### config.mk
export PLATFORM = sky130hd
export DESIGN_NAME = down_counter_32_flat
export DESIGN_NICKNAME = d
export VERILOG_FILES = /design/src/rtl/down_counter_pkg.sv /design/src/rtl/down_counter_if.sv /design/src/rtl/down_counter_prescaler.sv /design/src/rtl/down_counter_32.sv /design/src/flat_wrapper.sv
export SDC_FILE = /design/constraint.sdc
export NUM_CORES = 1
export LEC_CHECK = 0
export CAP_MARGIN = 20
export CORE_UTILIZATION = 43
export DETAILED_ROUTE_END_ITERATION = 7
export PLACE_DENSITY = 0.68
export SLEW_MARGIN = 20
export SYNTH_ARGS = -nofsm -noshare
export SYNTH_HDL_FRONTEND = slang
export SYNTH_HIERARCHICAL = 1
export SYNTH_SLANG_ARGS = --single-unit
### constraint.sdc
create_clock -name clk -period 3.2 [get_ports clk]
set_input_delay 0.8 -clock clk [delete_from_list [all_inputs] [get_ports clk]]
set_output_delay 0.8 -clock clk [all_outputs]
set_load 0.05 [all_outputs]
### src/rtl/down_counter_pkg.sv
// rtl/down_counter_pkg.sv - shared types and constants for the down counter
package down_counter_pkg;

    localparam int DEFAULT_WIDTH = 32;

    localparam logic MODE_ONESHOT  = 1'b0;
    localparam logic MODE_PERIODIC = 1'b1;

    typedef enum logic {
        IDLE = 1'b0,
        RUN  = 1'b1
    } state_e;

endpackage

### src/rtl/down_counter_if.sv
// rtl/down_counter_if.sv - load channel (valid/ready, value, mode) of the down counter
interface down_counter_if
    import down_counter_pkg::*;
#(
    parameter int WIDTH = DEFAULT_WIDTH
);

    logic             load_valid;
    logic             load_ready;
    logic [WIDTH-1:0] load_value;
    logic             load_mode;

    modport master (
        output load_valid,
        output load_value,
        output load_mode,
        input  load_ready
    );

    modport slave (
        input  load_valid,
        input  load_value,
        input  load_mode,
        output load_ready
    );

endinterface

### src/rtl/down_counter_prescaler.sv
// rtl/down_counter_prescaler.sv - step strobe every PRESCALE enabled cycles (used with DOWN_COUNTER_PRESCALE_EN)
module down_counter_prescaler #(
    parameter int PRESCALE = 4
) (
    input  logic clk,
    input  logic reset,
    input  logic clear,
    input  logic enable,
    output logic step
);

    localparam int            CW   = (PRESCALE > 1) ? $clog2(PRESCALE) : 1;
    localparam logic [CW-1:0] LAST = CW'(PRESCALE - 1);

    logic [CW-1:0] cnt_q;
    logic [CW-1:0] cnt_d;

    assign step = enable && (cnt_q == LAST);

    always_comb begin
        cnt_d = cnt_q;
        if (clear) begin
            cnt_d = '0;
        end else if (step) begin
            cnt_d = '0;
        end else if (enable) begin
            cnt_d = cnt_q + 1'b1;
        end
    end

    always_ff @(posedge clk) begin
        if (!reset) begin
            cnt_q <= '0;
        end else begin
            cnt_q <= cnt_d;
        end
    end

endmodule

### src/rtl/down_counter_32.sv
// rtl/down_counter_32.sv - loadable one-shot/periodic down-counting timer; DOWN_COUNTER_PRESCALE_EN adds a prescaler
module down_counter_32
    import down_counter_pkg::*;
#(
    parameter int WIDTH = DEFAULT_WIDTH
`ifdef DOWN_COUNTER_PRESCALE_EN
    ,
    parameter int PRESCALE = 4
`endif
) (
    input  logic             clk,
    input  logic             reset,
    down_counter_if.slave    lif,
    input  logic             enable,
    input  logic             stop,
    output logic [WIDTH-1:0] count,
    output logic             tc,
    output logic             busy
);

    localparam logic [WIDTH-1:0] ONE = WIDTH'(1);

    state_e           state_q, state_d;
    logic [WIDTH-1:0] count_q, count_d;
    logic [WIDTH-1:0] reload_q, reload_d;
    logic             mode_q, mode_d;
    logic             tc_q, tc_d;
    logic             load_ready_q, load_ready_d;

    logic xfer;
    logic step;

    assign xfer = lif.load_valid && load_ready_q;

`ifdef DOWN_COUNTER_PRESCALE_EN
    down_counter_prescaler #(
        .PRESCALE (PRESCALE)
    ) u_prescaler (
        .clk    (clk),
        .reset  (reset),
        .clear  (xfer || stop),
        .enable (enable && (state_q == RUN)),
        .step   (step)
    );
`else
    assign step = enable;
`endif

    always_ff @(posedge clk) begin
        if (!reset) begin
            state_q      <= IDLE;
            count_q      <= '0;
            reload_q     <= '0;
            mode_q       <= MODE_ONESHOT;
            tc_q         <= 1'b0;
            load_ready_q <= 1'b1;
        end else begin
            state_q      <= state_d;
            count_q      <= count_d;
            reload_q     <= reload_d;
            mode_q       <= mode_d;
            tc_q         <= tc_d;
            load_ready_q <= load_ready_d;
        end
    end

    always_comb begin
        state_d = state_q;
        case (state_q)
            IDLE: begin
                if (xfer && (lif.load_value != '0)) begin
                    state_d = RUN;
                end
            end
            RUN: begin
                if (stop) begin
                    state_d = IDLE;
                end else if (step && (count_q == ONE) && (mode_q == MODE_ONESHOT)) begin
                    state_d = IDLE;
                end
            end
            default: state_d = IDLE;
        endcase
    end

    // A zero load is a degenerate run: it only pulses tc and never enters RUN.
    always_comb begin
        count_d      = count_q;
        reload_d     = reload_q;
        mode_d       = mode_q;
        tc_d         = 1'b0;
        load_ready_d = (state_d == IDLE);
        case (state_q)
            IDLE: begin
                if (xfer) begin
                    count_d  = lif.load_value;
                    reload_d = lif.load_value;
                    mode_d   = lif.load_mode;
                    tc_d     = (lif.load_value == '0);
                end
            end
            RUN: begin
                if (stop) begin
                    count_d = '0;
                end else if (step) begin
                    if (count_q == '0) begin
                        count_d = reload_q;
                    end else if (count_q == ONE) begin
                        count_d = '0;
                        tc_d    = 1'b1;
                    end else begin
                        count_d = count_q - ONE;
                    end
                end
            end
            default: ;
        endcase
    end

    assign lif.load_ready = load_ready_q;
    assign count          = count_q;
    assign tc             = tc_q;
    assign busy           = (state_q == RUN);

endmodule

### src/flat_wrapper.sv
// flat-port wrapper written by rule: the top's interface ports become plain ports
module down_counter_32_flat import down_counter_pkg::*;
#(
    parameter int WIDTH = DEFAULT_WIDTH

)
  (clk, reset, enable, stop, count, tc, busy, lif_load_valid, lif_load_value, lif_load_mode, lif_load_ready);
  down_counter_if #(.WIDTH(WIDTH)) lif_i ();
  input  logic clk;
  input  logic reset;
  input  logic enable;
  input  logic stop;
  output logic [WIDTH-1:0] count;
  output logic tc;
  output logic busy;
  input wire logic [$bits(lif_i.load_valid)-1:0] lif_load_valid;
  input wire logic [$bits(lif_i.load_value)-1:0] lif_load_value;
  input wire logic [$bits(lif_i.load_mode)-1:0] lif_load_mode;
  output wire logic [$bits(lif_i.load_ready)-1:0] lif_load_ready;
  assign lif_i.load_valid = lif_load_valid;
  assign lif_i.load_value = lif_load_value;
  assign lif_i.load_mode = lif_load_mode;
  assign lif_load_ready = lif_i.load_ready;
  down_counter_32 #(.WIDTH(WIDTH)) u_core (.clk(clk), .reset(reset), .lif(lif_i), .enable(enable), .stop(stop), .count(count), .tc(tc), .busy(busy));
endmodule
==> reports/qor.txt <==
Outcome: finished, final reports clean
First-pass GRT wire length: 20950 um
Switching power total: 1.056 mW
Routed Antenna Nets: 0
Count leader, synth: nand2_1
Seq/Total Area, Yosys: 0.3513
TritonCTS clock tree: built
Leakage: 1.728 nW
Synth Instances: 497
Largest net degree at the start of global routing: 39
Die ar.: 9395 sq um
CTS Buf Count: 9
Internal: 1.620 mW
# DRC: 0
Synth Cell Area: 3875 sq um
Ant diodes: 0
Worst Path Max Fanout: 10
GR Util All Layers: 0.2772
Cell Rows: 34
Setup TNS Final: 0 ns
Cell area after placement: 4741 sq um
Final Cell Area: 4932 sq um
Vias per cell: 6.289
Tcrit/Tclk final: 0.8369
Commonest cells in the netlist: 105 x nand2_1, 68 x dfxtp_1, 51 x a21oi_1
Worst Hold End: u_core/reload_q[16]
CP Capture Type: register
Switching share of total power: 0.3946
PD cells: 542.5 nW/um^2
Average size of a mapped cell: 7.797 sq um
Net count after synthesis: 537
Core area: 8721 sq um
CP Class: register to register
Reg2Reg Depth: 8
Main area contributors after synthesis: dfxtp_1 35%, nand2_1 10%, a21oi_1 6.6%, a221oi_1 2.9%, nor4_1 2.7%
Hold Crit Class: register to register
Clock latency on the worst-skew pair: 0.35 ns
Max cap viols: 0
Flop pwr share: 0.381
Multi-input combinational cell area: 2342 sq um
Dominant synthesized flop cell: dfxtp_1
Post-route minimum period: 2.678 ns
Tightest Pin Transition: 0.6239 ns
CP required: 3.46 ns
Number of synthesized flops with an enable pin: 0
Initial Util: 0.4443
Setup Skew: 0.006454 ns
Slew HR: 0.5803
Initial antenna violation count: 0
Unrepaired setup endpoints after global routing: no
WP data arrival: 2.93 ns
Clk sinks: 68
Count of different cell masters after synthesis: 63
Launching point of the worst reg2reg path: u_core/count[1]
Launch point of the worst hold path: u_core/reload_q[16]
Hold-critical path depth: 2
Worst flop-to-flop path endpoint: u_core/count[0]
Clock tree buffer depth: 2
DIE HEIGHT: 96.93 um
Vias in the first global route: 3953
H-Tree Depth: 3
Wire per inst: 19.09 um
Final Max Slew Viols: 0
# setup viols final: 0
R2R Setup Slk: 0.52 ns
Post-CTS sizing: 0
CP Launch Type: register
Number of warnings issued by yosys: 6
Hpwl dp: 9125 um
CTS Hold Bufs: 0
Total grt overflow: 0
#FFs+latches synth: 68
Layout cell share with drive strength beyond 1: 0.1065
Router iterations before antenna repair: 5
Register clock-pin slew on the reported worst setup and hold paths: 0.08 ns
Area growth syn-to-layout: 27.28%
Synth top area share: 0.3513
Post-synth ARST share: 0
Postcts setup bufs: 0
Sequential Area: 1361 sq um
Hold Fails Final Rpt: 0
Vias: 4283
Fillers: 844
Clock power frac: 0.261
Clock root cell: clkbuf_8
Number of top-level pins: 73
Die Wd: 96.93 um
GP Congestion: 0.8929
DRT iter0 DRCs: 411
Dominant cell type by area after synthesis: dfxtp_1
Port-buffer cells: 72
Comb power frac: 0.358
Max frequency: 373.4 MHz
Fin nets: 608
DRT Wirelength: 13000 um
Peak supply drop: 0.0002643 V
## kinds of logic (layout without fill, tap and decap cells)
kind of cell	Yosys count	count (layout)	synth area share
AOI/OAI and AO/OA	154	154	0.2796
xor gates and xnor gates	4	4	0.009043
adders and majority gates	2	2	0.006457
buffers and inverters	39	115	0.04424
DFF	68	68	0.3513
and+or+nand+nor	230	230	0.3093
## cell type report
type / instances / area share
multi-input cells: 390 / 0.4749
flip-flops and latches: 68 / 0.2760
repair buffers: 90 / 0.1761
well taps: 108 / 0.02740
clock buffers: 9 / 0.02511
clock inverters: 7 / 0.01370
inverters: 9 / 0.006849
## critical path, stage by stage, from the launching register on
cell and delay, ns:
dfxtp_1 0.37, inv_1 0.14, ha_1 0.24, nor3b_2 0.44
nand2_1 0.20, nor4_4 0.57, buf_4 0.28, a211oi_1 0.09
a221oi_1 0.25
## power groups by stage
stage | Combinational [mW] | Sequential [mW] | Clock [mW]
6_report | 0.958 | 1.02 | 0.698
3_5_place_dp | 0.938 | 1.04 | 0
3_3_place_gp | 0.927 | 1.04 | 0
2_1_floorplan | 0.502 | 1.15 | 0
4_1_cts | 0.943 | 1.02 | 0.713
5_1_grt | 1.02 | 1.03 | 0.756
## per-stage QoR
step / std cells / worst slack (ns) / power, mW / utilization / hold WS, ns
final: 681 / 0.5219 / 2.676 / 0.5656 / 0.4589
after global placement: 665 / 0.4073 / 1.962 / 0.5436 / 0.4446
after global routing: 681 / 0.3005 / 2.810 / 0.5656 / 0.4813
after detailed placement: 665 / 0.3266 / 1.975 / 0.5436 / 0.4494
after floorplan: 497 / 0.8577 / 1.654 / - / 0.4361
after CTS: 681 / 0.5509 / 2.674 / 0.5656 / 0.4600
## per-layer routing
metal	up-vias	GRT usage	part of all wire
met1	2048	0.3780	0.43
met3	24	0.05347	0.080
met4	0	0.09300	0.019
met5	-	0	0
met2	210	0.4377	0.47
li1	2001	-	-
## cell usage in the layout (no fill, tap or decap), drive strengths merged, types with 5 or more instances in the layout
cell / instances
buf: 18
a211oi: 8
a21o: 8
a22oi: 9
a21oi: 51
clkbuf: 9
nand3: 9
inv: 8
nand4: 11
clkdlybuf4s50: 72
dfxtp: 68
nor4: 22
nand2: 105
nor3: 19
a221oi: 17
o22ai: 10
a31oi: 5
o21ai: 14
nor2: 24
nor2b: 11
## state kept, by name, summed over array words and instances, names as in the netlist
| name | count |
|---|---|
| u_core/reload_q | 32 |
| u_core/mode_q | 1 |
| u_core/tc | 1 |
| u_core/lif.load_ready | 1 |
| u_core/count | 32 |
| u_core/busy | 1 |
## worst max-delay path by stage
stage | cells after the start | slack (ns) | end | start
6_report | 8 | 0.52 | u_core/count[0] | u_core/count[1]
5_1_grt | 8 | 0.30 | u_core/count[0] | u_core/count[1]
2_1_floorplan | 8 | 0.86 | u_core/count[18] | u_core/count[1]
3_5_place_dp | 7 | 0.33 | u_core/count[1] | stop
4_1_cts | 8 | 0.55 | u_core/count[0] | u_core/count[1]
3_3_place_gp | 7 | 0.41 | u_core/count[1] | stop
No activity file was read; power rests on OpenSTA's default activity.
